$ cat src/rtl/adder_seq_pkg.sv
// Shared types for the adder operand sequencer: FSM state encoding and default width.
package adder_seq_pkg;

  typedef enum logic [1:0] {
    S_A    = 2'd0,
    S_B    = 2'd1,
    S_ADD  = 2'd2,
    S_SHOW = 2'd3
  } state_t;

  localparam int DEFAULT_WIDTH = 2;

endpackage

$ cat src/rtl/adder_operand_sequencer_btn_debounce.sv
// Push-button conditioner: 2-FF synchronizer, stability counter and rising-edge
// detector producing a single-cycle load_pulse.
module btn_debounce #(
  parameter int DEBOUNCE_CYCLES = 4
) (
  input  logic clk,
  input  logic rst_n,
  input  logic btn_raw,
  output logic load_pulse
);

  localparam int CW = (DEBOUNCE_CYCLES < 2) ? 1 : $clog2(DEBOUNCE_CYCLES + 1);

  logic          sync1_q, sync2_q;
  logic          level_q, level_d;
  logic          level_prev_q;
  logic [CW-1:0] cnt_q, cnt_d;

  always_ff @(posedge clk or negedge rst_n) begin
    if (!rst_n) begin
      sync1_q      <= 1'b0;
      sync2_q      <= 1'b0;
      level_q      <= 1'b0;
      level_prev_q <= 1'b0;
      cnt_q        <= '0;
    end else begin
      sync1_q      <= btn_raw;
      sync2_q      <= sync1_q;
      level_q      <= level_d;
      level_prev_q <= level_q;
      cnt_q        <= cnt_d;
    end
  end

  // The level only flips once the synced input has disagreed for the full window.
  always_comb begin
    level_d = level_q;
    cnt_d   = '0;
    if (sync2_q != level_q) begin
      if (cnt_q == CW'(DEBOUNCE_CYCLES - 1)) begin
        level_d = ~level_q;
        cnt_d   = '0;
      end else begin
        cnt_d = cnt_q + CW'(1);
      end
    end
  end

  assign load_pulse = level_q & ~level_prev_q;

endmodule

$ cat src/rtl/adder_operand_sequencer.sv
// Operand entry FSM for an external WIDTH-bit adder: loads A then B/cin from
// switches on debounced button presses and captures {cout,sum} for display.
module adder_operand_sequencer
  import adder_seq_pkg::*;
#(
  parameter int WIDTH           = DEFAULT_WIDTH,
  parameter int DEBOUNCE_CYCLES = 4
) (
  input  logic             clk,
  input  logic             rst_n,
  input  logic [WIDTH-1:0] sw_op,
  input  logic             sw_cin,
  input  logic             btn_load,
  input  logic             btn_clr,
  output logic [WIDTH-1:0] add_a,
  output logic [WIDTH-1:0] add_b,
  output logic             add_cin,
  input  logic [WIDTH-1:0] add_sum,
  input  logic             add_cout,
  output logic [WIDTH:0]   result,
  output logic             result_valid,
  output logic [1:0]       state_led
);

  logic load_pulse;

  btn_debounce #(
    .DEBOUNCE_CYCLES(DEBOUNCE_CYCLES)
  ) u_debounce (
    .clk       (clk),
    .rst_n     (rst_n),
    .btn_raw   (btn_load),
    .load_pulse(load_pulse)
  );

  state_t           state_q, state_d;
  logic [WIDTH-1:0] add_a_q, add_a_d;
  logic [WIDTH-1:0] add_b_q, add_b_d;
  logic             add_cin_q, add_cin_d;
  logic [WIDTH:0]   result_q, result_d;
  logic             result_valid_q, result_valid_d;

  always_ff @(posedge clk or negedge rst_n) begin
    if (!rst_n) begin
      state_q        <= S_A;
      add_a_q        <= '0;
      add_b_q        <= '0;
      add_cin_q      <= 1'b0;
      result_q       <= '0;
      result_valid_q <= 1'b0;
    end else begin
      state_q        <= state_d;
      add_a_q        <= add_a_d;
      add_b_q        <= add_b_d;
      add_cin_q      <= add_cin_d;
      result_q       <= result_d;
      result_valid_q <= result_valid_d;
    end
  end

  always_comb begin
    state_d        = state_q;
    add_a_d        = add_a_q;
    add_b_d        = add_b_q;
    add_cin_d      = add_cin_q;
    result_d       = result_q;
    result_valid_d = result_valid_q;

    if (btn_clr) begin
      state_d        = S_A;
      add_a_d        = '0;
      add_b_d        = '0;
      add_cin_d      = 1'b0;
      result_d       = '0;
      result_valid_d = 1'b0;
    end else begin
      case (state_q)
        S_A: begin
          if (load_pulse) begin
            add_a_d = sw_op;
            state_d = S_B;
          end
        end
        S_B: begin
          if (load_pulse) begin
            add_b_d   = sw_op;
            add_cin_d = sw_cin;
            state_d   = S_ADD;
          end
        end
        // The adder has had a full cycle to settle on the registered operands.
        S_ADD: begin
          result_d       = {add_cout, add_sum};
          result_valid_d = 1'b1;
          state_d        = S_SHOW;
        end
        S_SHOW: begin
          if (load_pulse) begin
            result_valid_d = 1'b0;
            add_a_d        = sw_op;
            add_b_d        = '0;
            add_cin_d      = 1'b0;
            state_d        = S_B;
          end
        end
        default: state_d = S_A;
      endcase
    end
  end

  assign add_a        = add_a_q;
  assign add_b        = add_b_q;
  assign add_cin      = add_cin_q;
  assign result       = result_q;
  assign result_valid = result_valid_q;
  assign state_led    = state_q;

endmodule

$ cat config.mk
export PLATFORM = sky130hd
export DESIGN_NAME = adder_operand_sequencer
export DESIGN_NICKNAME = d
export VERILOG_FILES = /design/src/rtl/adder_seq_pkg.sv /design/src/rtl/adder_operand_sequencer_btn_debounce.sv /design/src/rtl/adder_operand_sequencer.sv
export SDC_FILE = /design/constraint.sdc
export NUM_CORES = 1
export LEC_CHECK = 0
export CAP_MARGIN = 25
export CORE_MARGIN = 2
export CORE_UTILIZATION = 25
export DETAILED_ROUTE_END_ITERATION = 7
export GPL_ROUTABILITY_DRIVEN = 0
export PLACE_DENSITY = 0.58
export SLEW_MARGIN = 15
export SYNTH_ARGS = -nofsm -noshare
export SYNTH_HDL_FRONTEND = slang
export SYNTH_SLANG_ARGS = --single-unit
export TNS_END_PERCENT = 20
$ cat constraint.sdc
create_clock -name clk -period 3.3 [get_ports clk]
set_input_delay 0.33 -clock clk [delete_from_list [all_inputs] [get_ports clk]]
set_output_delay 0.33 -clock clk [all_outputs]
set_load 0.005 [all_outputs]
# [After elaboration in Yosys (flattened, before gate mapping)]
# Cells that the tools add are included.
[totals] register_bits=18 inputBits=10 elab_cells=55
[classes] n_addsub=1 n_eq_ne=8 mux=20 bitwise=3 reduce_logical=12
[ops] cell="two-way mux 2 bit" n=8
[ops] cell="two-way mux 3 bit" n=4
[ops] cell="AND reduction 2 bit" n=4
[ops] cell="!= test 3 bit (second input constant)" n=2
[ops] cell="case mux 2 bit (3 select lines)" n=1
[ops] cell="nonzero test 2 bit" n=3
[ops] cell="nonzero test 3 bit" n=2
[ops] cell="== test 2 bit (second input constant)" n=2
[ops] cell="two-way mux 1 bit" n=4
[ops] cell="case mux 1 bit (2 select lines)" n=2
[ops] cell="case mux 2 bit (2 select lines)" n=1
[ops] cell="adder 3 x 1 -> 3 bit (second input constant)" n=1
[ops] cell="== test 3 x 2 -> 1 bit (second input constant)" n=1
[ops] cell="!= test 3 x 1 -> 1 bit (second input constant)" n=1
[ops] cell="AND reduction 3 bit" n=1
[ops] cell="== test 2 x 1 -> 1 bit (second input constant)" n=1
[ops] cell="logical NOT 2 bit" n=1
[ops] cell="NOT 1 bit" n=2
[ops] cell="OR reduction 2 bit" n=1
[ops] cell="AND 1 bit" n=1
[ops] cell="!= test 1 bit" n=1

# [Logic depth before layout (Yosys ltp)]
# Gate-level depths: netlist of run 1.
[logic_depth] depth_word=5 mapped_depth=5

# [Modules after synthesis]
# Synthesis of run 1 repeated with hierarchy kept, for this count alone.
[unflattened] hier_cells=62 hier_area_um2=792.0
[by_module_without_submodules] mod="adder_operand_sequencer" instances=1 cells_per_inst=47 area_each_um2=540.5 seq_area_each_um2=275.3
[by_module_without_submodules] mod="btn_debounce" instances=1 cells_per_inst=15 area_each_um2=251.5 seq_area_each_um2=175.2

# [Worst setup path after synthesis of run 1]
# No wires, ideal clock.
[synth_path] path_type="register to register" startpoint="register state_q[1] (netlist: state_led[1])" endpoint="register add_b_q[0] (netlist: add_b[0])" arrival_time_ns=1.278 path_slack_ns=1.943 stages_incl_launch_ff=6 path_buffers=0 path_cell_list="dfrtp_1 > inv_1 > ha_1 > or2_4 > a21oi_4 > mux2i_1"
[synth_via] elab_chain_cells=3 elab_cells_between_ends=8 cone_classes="eq/ne (4); mux (2); reduce/logical (2)"
[synth_rtl] item="start, declared" line="adder_operand_sequencer.sv:36" rtl="state_t state_q, state_d;"
[synth_rtl] item="start signal, assigned" line="adder_operand_sequencer.sv:52" rtl="state_q <= state_d;"
[synth_rtl] item="== test 2 bit or == test 2 x 1 -> 1 bit (tied branches)" line="adder_operand_sequencer.sv:77" rtl="case (state_q)"
[synth_rtl] item="!= test 3 bit (no line) (tied with other cells)"
[synth_rtl] item="AND reduction 3 bit (no line) or two-way mux 2 bit (tied branches)"
[synth_rtl] item="end signal, assigned" line="adder_operand_sequencer.sv:47" rtl="add_b_q <= '0;"
[synth_rtl] item="end signal, assigned" line="adder_operand_sequencer.sv:54" rtl="add_b_q <= add_b_d;"
[synth_rtl] item="end, declared" line="adder_operand_sequencer.sv:38" rtl="logic [WIDTH-1:0] add_b_q, add_b_d;"
# Parallel ways exist; a longest one is shown, timed or not.
# A chain may end at the register's enable or synchronous reset.

# [Worst setup path after layout of run 1]
[layout_path] startpoint="register state_q[0] (netlist: state_led[0])" endpoint="output state_led[0]"
[layout_rtl] item="end, declared" line="adder_operand_sequencer.sv:22" rtl="output logic [1:0] state_led"
# No word-level cell between the ends.

==> results.sh, run 1 <==
export IMPL_cts_clk_slew_worst_paths_ns=0.10
export IMPL_synth_top_family_by_area="simple AND/OR/NAND/NOR gates"
export IMPL_detailedPlacementHpwl_um=1170
export IMPL_ant_nets=0
export IMPL_route_detailed_vias_per_inst=4.16
export IMPL_synth_xor_area_share_pct=1.07
export IMPL_regToRegSetupSlack_ns=1.82
export IMPL_detail_route_drc_violations=0
export IMPL_cp_arrival_ns=1.29
export IMPL_core_rowCount=20
export IMPL_grt_pass1_wl_um=2770
export IMPL_run_status="completed"
export IMPL_cts_tree="built"
export IMPL_synth_area_mux_share_pct=8.68
export IMPL_cts_buffers=3
export IMPL_cts_resized_gates=0
export IMPL_fmaxAchievable_ghz=0.619
export IMPL_via_count=566
export IMPL_r2r_start="state_led[1]$_DFFE_PN0P_"
export IMPL_grt_antenna_before_repair=0
export IMPL_num_nets_final=108
export IMPL_report_final_hold_viol_count=0
export IMPL_holdCritStartpoint="u_debounce.sync1_q$_DFF_PN0_"
export IMPL_timing_critical_path_fanout_max=6
export IMPL_antenna_cells_inserted=0
export IMPL_cpPeakStageDelay_ns=0.54
export IMPL_cell_area_placed_sq_mm=0.00107
export IMPL_synth_lib_cells_used_distinct=25
export IMPL_syn_num_nets=84
export IMPL_post_cts_repair_setup_buffers=0
export IMPL_avgSynthCellArea_sq_um=11.9
export IMPL_timing_worst_slew_pin_value_ns=0.797
export IMPL_crit_path_kind="flop to output pin"
export IMPL_drt_first_iter_violations=11
export IMPL_total_power_w=0.000798
export IMPL_setup_worst_path_start_class="flop"
export IMPL_timing_reg2reg_worst_path_depth=5
export IMPL_netlist_area_sq_um=822
export IMPL_io_pin_count=21
export IMPL_ir_drop_mv=0.351
export IMPL_cp_cell_sequence="clkdlybuf4s50_1"
export IMPL_gr_usage_all_layers_pct=10.2
export IMPL_design_die_area_sq_mm=0.00376
export IMPL_vias_in_the_first_global_route=634
export IMPL_power_density_cell_area_mw_per_mm2=720
export IMPL_die_h_um=61.3
export IMPL_warnings_from_yosys=0
export IMPL_critical_path_endpoint_type="output pin"
export IMPL_slew_viol_final=0
export IMPL_post_synthesis_compound_gate_area_fraction_pct=7.76
export IMPL_layout_cells_most_common="sky130_fd_sc_hd__clkdlybuf4s50_1"
export IMPL_final_period_utilization_pct=49.0
export IMPL_filler_cell_count=328
export IMPL_finalSetupViolCount=0
export IMPL_synthToLayoutAreaGrowth_pct=34.9
export IMPL_worstHoldPathType="flop to flop"
export IMPL_mostFrequentLayoutCells="sky130_fd_sc_hd__clkdlybuf4s50_1 (20), sky130_fd_sc_hd__dfrtp_1 (18), sky130_fd_sc_hd__mux2i_1 (6), sky130_fd_sc_hd__nand2_1 (6)"
export IMPL_floorplan_initialDensity_pct=26.5
export IMPL_core_area_sq_mm=0.00310
export IMPL_io_buffer_count=20
export IMPL_synth_sequential_area_ratio_pct=54.8
export IMPL_routed_wirelength_um=1530
export IMPL_grt_max_degree=19
export IMPL_slew_limit_headroom_pct=46.7
export IMPL_clock_path_buffers=2
export IMPL_grt_setup_unrepaired="no"
export IMPL_wl_per_cell_um=11.3
export IMPL_hold_slack_ns=0.359
export IMPL_timing_setup_tns_ns=0
export IMPL_critical_path_rt_ns=2.97
export IMPL_critical_path_slowest_cell="sky130_fd_sc_hd__clkdlybuf4s50_1"
export IMPL_final_min_clock_period_ns=1.62
export IMPL_regToRegEndpoint="add_b[1]$_DFFE_PN0P_"
export IMPL_finalInstanceArea_sq_mm=0.00111
export IMPL_worst_skew_pair_late_latency_ns=0.29
export IMPL_ys_seq_elements=18
export IMPL_power_leakage_nw=0.473
export IMPL_fin_util_pct=35.7
export IMPL_grt_overflow_total=0
export IMPL_path_buf_inv=1
export IMPL_htreeDepth=1
export IMPL_clock_skew_ns=0.000655
export IMPL_die_width_um=61.3
export IMPL_hold_path_endpoint="u_debounce.sync2_q$_DFF_PN0_"
export IMPL_post_synth_inst_count=69
export IMPL_cts_sinks=18
export IMPL_first_pass_iters=3
export IMPL_drive_gt1_share_pct=12.0
export IMPL_ctsHoldBuffers=0
export IMPL_timing_max_cap_violations=0
export IMPL_synth_simple_gate_area_share_pct=18.6
export IMPL_cp_top_family="buffers and inverters"
export IMPL_clock_root_buffer="sky130_fd_sc_hd__clkbuf_4"
export IMPL_worst_hold_path_num_cells=0
export IMPL_yosys_area_share_adder_pct=7.61
[cell usage after synthesis]
cell | instances | area (sq um)
sky130_fd_sc_hd__a21oi_1 | 3 | 15.0
sky130_fd_sc_hd__dfrtp_1 | 18 | 450
sky130_fd_sc_hd__o21bai_1 | 1 | 7.51
sky130_fd_sc_hd__ha_1 | 5 | 62.6
sky130_fd_sc_hd__nand3b_1 | 1 | 7.51
sky130_fd_sc_hd__a21oi_2 | 1 | 8.76
sky130_fd_sc_hd__nand2_1 | 6 | 22.5
sky130_fd_sc_hd__nor3_1 | 3 | 15.0
sky130_fd_sc_hd__nor2b_1 | 2 | 12.5
sky130_fd_sc_hd__nor3b_1 | 1 | 7.51
sky130_fd_sc_hd__nand2b_1 | 3 | 18.8
sky130_fd_sc_hd__or3b_1 | 1 | 8.76
sky130_fd_sc_hd__nor2_1 | 5 | 18.8
sky130_fd_sc_hd__mux2_2 | 1 | 11.3
sky130_fd_sc_hd__inv_1 | 2 | 7.51
sky130_fd_sc_hd__a21oi_4 | 1 | 16.3
sky130_fd_sc_hd__a21o_2 | 1 | 8.76
sky130_fd_sc_hd__buf_2 | 1 | 5.00
sky130_fd_sc_hd__mux2i_1 | 6 | 60.1
sky130_fd_sc_hd__nand3_1 | 2 | 10.0
sky130_fd_sc_hd__nand2b_2 | 1 | 8.76
sky130_fd_sc_hd__or2_4 | 1 | 8.76
sky130_fd_sc_hd__o21a_1 | 1 | 7.51
sky130_fd_sc_hd__nor2b_4 | 1 | 13.8
sky130_fd_sc_hd__xnor2_1 | 1 | 8.76
[registers in the layout (all words and copies together) (netlist names)]
name	count
result	3
u_debounce.cnt_q	3
add_a	2
add_b	2
state_led	2
add_cin	1
result_valid	1
u_debounce.level_prev_q	1
u_debounce.level_q	1
u_debounce.sync1_q	1
u_debounce.sync2_q	1
[final cells by class]
| type | count | area, sq um | share of cell area, % |
|---|---|---|---|
| clock buffers | 4 | 36.3 | 3.27 |
| inverters | 2 | 7.51 | 0.677 |
| multi-input cells | 48 | 359 | 32.4 |
| flip-flops and latches | 18 | 450 | 40.6 |
| well taps | 44 | 55.1 | 4.97 |
| repair buffers | 20 | 200 | 18.1 |
[stage by stage]
step                      std cells  setup WS [ns]
after global routing            136           1.61
after detailed placement        132           1.65
after floorplan                  69           1.94
after global placement          132           1.70
final                           136           1.68
after CTS                       136           1.67
[cells by family after synthesis]
group | Yosys count
simple gates | 27
flops | 18
compound gates | 8
mux | 7
fa+ha+maj | 5
buf+inv | 3
xor+xnor | 1
[power by group]
part	internal, W	leakage (nW)	switching, W
registers	0.000280	0.235	0.0000522
clock network	0.0000672	0.0210	0.0000694
logic	0.000188	0.216	0.000142
total	0.000535	0.473	0.000263
[per-layer routing]
| layer | track usage, % | vias to the layer above | wire length [um] |
|---|---|---|---|
| li1 | - | 277 | - |
| met1 | 12.3 | 272 | 668 |
| met2 | 17.0 | 15 | 756 |
| met5 | 0 | - | 0 |
| met4 | 2.74 | 0 | 10 |
| met3 | 3.99 | 2 | 95 |
[how the worst max path moves through the flow]
stage / endpoint / slack [ns] / from / cells after the start
after floorplan: add_b[0]$_DFFE_PN0P_ / 1.94 / state_led[1]$_DFFE_PN0P_ / 5
final: state_led[0] / 1.68 / state_led[0]$_DFFE_PN0P_ / 1
after CTS: state_led[0] / 1.67 / state_led[0]$_DFFE_PN0P_ / 1
after global routing: state_led[0] / 1.61 / state_led[0]$_DFFE_PN0P_ / 1
after global placement: add_b[0]$_DFFE_PN0P_ / 1.70 / btn_clr / 3
after detailed placement: add_b[0]$_DFFE_PN0P_ / 1.65 / btn_clr / 3
(Power assumes the default switching activity.)
==> run 2: changes to the inputs <==
==> constraint.sdc (replaced) <==
create_clock -name clk -period 1.7 [get_ports clk]
set_input_delay 0.17 -clock clk [delete_from_list [all_inputs] [get_ports clk]]
set_output_delay 0.17 -clock clk [all_outputs]
set_load 0.005 [all_outputs]
==> run 2 against run 1 <==
Net effect:
- combinational power is 95% higher
- design area is 1.4% higher
- core utilization increased by 0.48 points
- wire length down 0.52%
- final cell count increased by 1.5%
- critical endpoint is now add_b[1]$_DFFE_PN0P_
- clock-buffer cell count is the same
- sequential share of layout area fell by 0.54 points
==> results.sh, run 2 (synthesis results as in run 1) <==
export IMPL_run_status="completed"
export IMPL_pre_cts_ws_ns=0.249
export IMPL_post_cts_repair_setup_buffers=0
export IMPL_synthToLayoutAreaGrowth_pct=36.7
export IMPL_design_die_area_sq_mm=0.00376
export IMPL_power_frac_comb_pct=41.2
export IMPL_internal_power_w=0.00104
export IMPL_mostFrequentLayoutCells="sky130_fd_sc_hd__clkdlybuf4s50_1 (20), sky130_fd_sc_hd__dfrtp_1 (18), sky130_fd_sc_hd__mux2i_1 (6), sky130_fd_sc_hd__nand2_1 (6)"
export IMPL_clock_path_buffers=2
export IMPL_gr_usage_all_layers_pct=9.67
export IMPL_first_pass_iters=2
export IMPL_hold_slack_ns=0.190
export IMPL_ctsHoldBuffers=0
export IMPL_r2r_start="state_led[0]$_DFFE_PN0P_"
export IMPL_htreeDepth=1
export IMPL_floorplan_initialDensity_pct=26.5
export IMPL_cts_tree="built"
export IMPL_power_density_cell_area_mw_per_mm2=1380
export IMPL_antenna_cells_inserted=0
export IMPL_slew_limit_headroom_pct=83.0
export IMPL_timing_setup_tns_ns=0
export IMPL_grt_pass1_wl_um=2580
export IMPL_die_h_um=61.3
export IMPL_final_min_clock_period_ns=1.46
export IMPL_worstHoldPathType="input pin to asynchronous set/reset pin"
export IMPL_route_detailed_vias_per_inst=4.05
export IMPL_ir_drop_mv=0.525
export IMPL_cell_area_placed_sq_mm=0.00109
export IMPL_timing_worst_slew_pin_value_ns=0.253
export IMPL_grt_overflow_total=0
export IMPL_core_rowCount=20
export IMPL_regToRegEndpoint="add_b[1]$_DFFE_PN0P_"
export IMPL_die_width_um=61.3
export IMPL_multiInputGateArea_sq_um=359
export IMPL_switchingPower_w=0.000508
export IMPL_via_count=559
export IMPL_cts_resized_gates=0
export IMPL_seq_power_share_pct=41.7
export IMPL_ant_nets=0
export IMPL_grt_max_degree=19
export IMPL_io_pin_count=21
export IMPL_slew_viol_final=0
export IMPL_grt_antenna_before_repair=0
export IMPL_fin_util_pct=36.2
export IMPL_vias_in_the_first_global_route=572
export IMPL_critical_path_endpoint_type="flop"
export IMPL_clock_root_buffer="sky130_fd_sc_hd__clkbuf_4"
export IMPL_wl_per_cell_um=11.0
export IMPL_final_period_utilization_pct=85.8
export IMPL_drt_first_iter_violations=11
export IMPL_timing_critical_path_fanout_max=6
export IMPL_filler_cell_count=329
export IMPL_critical_path_rt_ns=1.93
export IMPL_fmaxAchievable_ghz=0.686
export IMPL_timing_reg2reg_worst_path_depth=4
export IMPL_drive_gt1_share_pct=13.8
export IMPL_core_area_sq_mm=0.00310
export IMPL_finalSetupViolCount=0
export IMPL_cp_arrival_ns=1.68
export IMPL_finalInstanceArea_sq_mm=0.00112
export IMPL_cts_clk_slew_worst_paths_ns=0.10
export IMPL_proportion_of_total_power_due_to_net_switching_pct=32.8
export IMPL_clock_skew_ns=0.00456
export IMPL_cts_sinks=18
export IMPL_power_leakage_nw=0.482
export IMPL_cts_buffers=3
export IMPL_pwr_share_clk_pct=17.1
export IMPL_final_setup_worst_slack_ns=0.242
export IMPL_detailedPlacementHpwl_um=1150
export IMPL_detail_route_drc_violations=0
export IMPL_report_final_hold_viol_count=0
export IMPL_setup_worst_path_start_class="flop"
export IMPL_crit_path_kind="flop to flop"
export IMPL_timing_max_cap_violations=0
export IMPL_layout_cells_most_common="sky130_fd_sc_hd__clkdlybuf4s50_1"
export IMPL_grt_setup_unrepaired="no"
export IMPL_worst_skew_pair_late_latency_ns=0.30
export IMPL_io_buffer_count=20
export IMPL_regToRegSetupSlack_ns=0.24
export IMPL_routed_wirelength_um=1520
export IMPL_num_nets_final=110
export IMPL_regArea_sq_um=450
## run 2: worst max-delay path, cell delays in order, from the launching register on
cell and delay [ns]:
sky130_fd_sc_hd__dfrtp_1 0.45, sky130_fd_sc_hd__ha_1 0.26, sky130_fd_sc_hd__or2_4 0.26, sky130_fd_sc_hd__a21oi_4 0.20, sky130_fd_sc_hd__mux2i_1 0.21
## run 2: how the worst max path moves through the flow
stage / cells past startpoint / to / start
4_1_cts: 1 / state_led[0] / state_led[0]$_DFFE_PN0P_
3_3_place_gp: 5 / add_cin$_DFFE_PN0P_ / state_led[1]$_DFFE_PN0P_
5_1_grt: 5 / state_led[0]$_DFFE_PN0P_ / state_led[0]$_DFFE_PN0P_
6_report: 4 / add_b[1]$_DFFE_PN0P_ / state_led[0]$_DFFE_PN0P_
2_1_floorplan: 5 / add_b[0]$_DFFE_PN0P_ / state_led[1]$_DFFE_PN0P_
3_5_place_dp: 4 / add_b[1]$_DFFE_PN0P_ / state_led[0]$_DFFE_PN0P_
## run 2: area by class of cell
cell class | count | share of cell area (%)
repair buffers | 22 | 19.2
well taps | 44 | 4.90
inverters | 2 | 0.668
flip-flops and latches | 18 | 40.1
clock buffers | 4 | 3.23
multi-input cells | 48 | 32.0
## run 2: power by group through the flow
stage	Sequential, W	Combinational (W)	Clock [W]
5_1_grt	0.000668	0.000720	0.000302
2_1_floorplan	0.000647	0.000402	0
3_3_place_gp	0.000649	0.000649	0
3_5_place_dp	0.000658	0.000648	0
6_report	0.000646	0.000640	0.000265
4_1_cts	0.000648	0.000653	0.000284
## run 2: stage by stage
stage / cells / total power (W)
after CTS: 138 / 0.00159
after global routing: 138 / 0.00169
after floorplan: 69 / 0.00105
final: 138 / 0.00155
after global placement: 134 / 0.00130
after detailed placement: 134 / 0.00131
## run 2: metal layers
layer | vias to the layer above | wire length (um) | share of wire, % | global-route usage, %
met3 | 3 | 93 | 6.1 | 4.41
met5 | - | 0 | 0 | 0
met4 | 0 | 10 | 0.66 | 1.82
met2 | 14 | 744 | 49 | 16.6
li1 | 281 | - | - | -
met1 | 261 | 674 | 44 | 11.3
==> run 3: changes to the inputs <==
--- a/config.mk
+++ b/config.mk
@@ -10,7 +10,7 @@
 export CORE_UTILIZATION = 25
 export DETAILED_ROUTE_END_ITERATION = 7
 export GPL_ROUTABILITY_DRIVEN = 0
-export PLACE_DENSITY = 0.58
+export PLACE_DENSITY = 0.52
 export SLEW_MARGIN = 15
 export SYNTH_ARGS = -nofsm -noshare
 export SYNTH_HDL_FRONTEND = slang
==> run 3 against run 2 <==
Net effect:
- design area is 0.56% lower
- clock power shrank 25%
- critical path depth up 1
- hold slack improved by 0.020 ns
- sequential share of layout area up 0.22 points
- first-iteration DRC count increased by 36%
- largest cell class unchanged
- sequential power is essentially flat
- combinational power hardly changed
- critical path type unchanged
- fmax rose by 0.21%
- via count up 1.3%
- core utilization down 0.20 points
- clock-buffer cell count fell by 1
==> results.sh, run 3 (synthesis results as in run 1) <==
export IMPL_core_rowCount=20
export IMPL_cts_sinks=18
export IMPL_final_min_clock_period_ns=1.46
export IMPL_grt_max_degree=19
export IMPL_detail_route_drc_violations=0
export IMPL_gr_usage_all_layers_pct=10.0
export IMPL_core_area_sq_mm=0.00310
export IMPL_regToRegSetupSlack_ns=0.24
export IMPL_drive_gt1_share_pct=13.8
export IMPL_routed_wirelength_um=1540
export IMPL_first_pass_iters=2
export IMPL_ir_drop_mv=0.770
export IMPL_grt_setup_unrepaired="no"
export IMPL_critical_path_rt_ns=1.91
export IMPL_cts_tree="built"
export IMPL_power_leakage_nw=0.480
export IMPL_cp_arrival_ns=1.67
export IMPL_post_cts_repair_setup_buffers=0
export IMPL_layout_cells_most_common="sky130_fd_sc_hd__clkdlybuf4s50_1"
export IMPL_timing_setup_tns_ns=0
export IMPL_die_width_um=61.3
export IMPL_clock_path_buffers=2
export IMPL_grt_antenna_before_repair=0
export IMPL_grt_overflow_total=0
export IMPL_cts_resized_gates=0
export IMPL_slew_viol_final=0
export IMPL_cell_area_placed_sq_mm=0.00109
export IMPL_htreeDepth=1
export IMPL_critical_path_slowest_cell="sky130_fd_sc_hd__dfrtp_1"
export IMPL_vias_in_the_first_global_route=629
export IMPL_io_pin_count=21
export IMPL_route_detailed_vias_per_inst=4.10
export IMPL_antenna_cells_inserted=0
export IMPL_fmaxAchievable_ghz=0.687
export IMPL_num_nets_final=111
export IMPL_cp_top_family="flip-flops"
export IMPL_finalInstanceArea_sq_mm=0.00112
export IMPL_clock_root_buffer="sky130_fd_sc_hd__clkbuf_4"
export IMPL_mostFrequentLayoutCells="sky130_fd_sc_hd__clkdlybuf4s50_1 (20), sky130_fd_sc_hd__dfrtp_1 (18), sky130_fd_sc_hd__mux2i_1 (6), sky130_fd_sc_hd__nand2_1 (6)"
export IMPL_grt_pass1_wl_um=2750
export IMPL_cp_cell_sequence="inv_1 -> ha_1 -> or2_4 -> a21oi_4 -> mux2i_1"
export IMPL_slew_limit_headroom_pct=83.7
export IMPL_critical_path_endpoint_type="flop"
export IMPL_cts_buffers=3
export IMPL_crit_path_kind="flop to flop"
export IMPL_fin_util_pct=36.0
export IMPL_timing_worst_slew_pin_value_ns=0.243
export IMPL_die_h_um=61.3
export IMPL_io_buffer_count=20
export IMPL_synthToLayoutAreaGrowth_pct=35.9
export IMPL_power_density_cell_area_mw_per_mm2=1330
export IMPL_timing_critical_path_fanout_max=5
export IMPL_worstHoldPathType="input pin to asynchronous set/reset pin"
export IMPL_floorplan_initialDensity_pct=26.5
export IMPL_cpPeakStageDelay_ns=0.42
export IMPL_via_count=566
export IMPL_report_final_hold_viol_count=0
export IMPL_total_power_w=0.00148
export IMPL_ctsHoldBuffers=0
export IMPL_clock_skew_ns=0.00465
export IMPL_run_status="completed"
export IMPL_setup_worst_path_start_class="flop"
export IMPL_drt_first_iter_violations=15
export IMPL_filler_cell_count=336
export IMPL_wl_per_cell_um=11.2
export IMPL_ant_nets=0
export IMPL_path_buf_inv=1
export IMPL_cts_clk_slew_worst_paths_ns=0.09
export IMPL_design_die_area_sq_mm=0.00376
export IMPL_detailedPlacementHpwl_um=1190
export IMPL_timing_max_cap_violations=0
export IMPL_finalSetupViolCount=0
export IMPL_worst_skew_pair_late_latency_ns=0.28
export IMPL_final_period_utilization_pct=85.6
-- run 3: changes by cell type in the layout (fill, tap and decap cells not counted), sizes merged --
cell	before	now
buf	2	3
clkbuf	4	3
-- run 3: final cells by class --
| type | count | area, sq um | area share [%] |
|---|---|---|---|
| inverters | 2 | 7.51 | 0.672 |
| multi-input cells | 48 | 359 | 32.1 |
| clock buffers | 3 | 22.5 | 2.02 |
| flip-flops and latches | 18 | 450 | 40.3 |
| well taps | 44 | 55.1 | 4.93 |
| repair buffers | 23 | 223 | 19.9 |
-- run 3: metal layers --
layer,GRT usage [%],wire [um],share of wire (%),vias up
met3,4.41,122,7.9,0
met4,1.82,0,0,0
met2,16.9,721,47,17
li1,-,-,-,284
met5,0,0,0,-
met1,12.1,697,45,265
-- run 3: final timing paths --
kind,endpoint,startpoint,cells after the start
max in group asynchronous,state_led[0]$_DFFE_PN0P_,rst_n,2
setup / recovery,add_cin$_DFFE_PN0P_,state_led[1]$_DFFE_PN0P_,5
hold reg to reg,u_debounce.sync2_q$_DFF_PN0_,u_debounce.sync1_q$_DFF_PN0_,0
setup reg to reg,add_cin$_DFFE_PN0P_,state_led[1]$_DFFE_PN0P_,5
min in group clk,u_debounce.sync1_q$_DFF_PN0_,btn_load,1
hold / removal,result[2]$_DFFE_PN0P_,rst_n,2
-- run 3: through the flow --
step                worst slack, ns  std cells  hold WS [ns]
global placement              0.306        135         0.342
global route                  0.104        138         0.216
floorplan                     0.343         69        -0.126
CTS                           0.224        138         0.203
detailed placement            0.244        135         0.344
finish                        0.245        138         0.210
-- run 3: power by group --
group          internal (W)  total [W]  switching [W]
clock network     0.0000822   0.000199       0.000117
logic              0.000369   0.000639       0.000270
registers          0.000544   0.000647       0.000102
total              0.000995    0.00148       0.000489
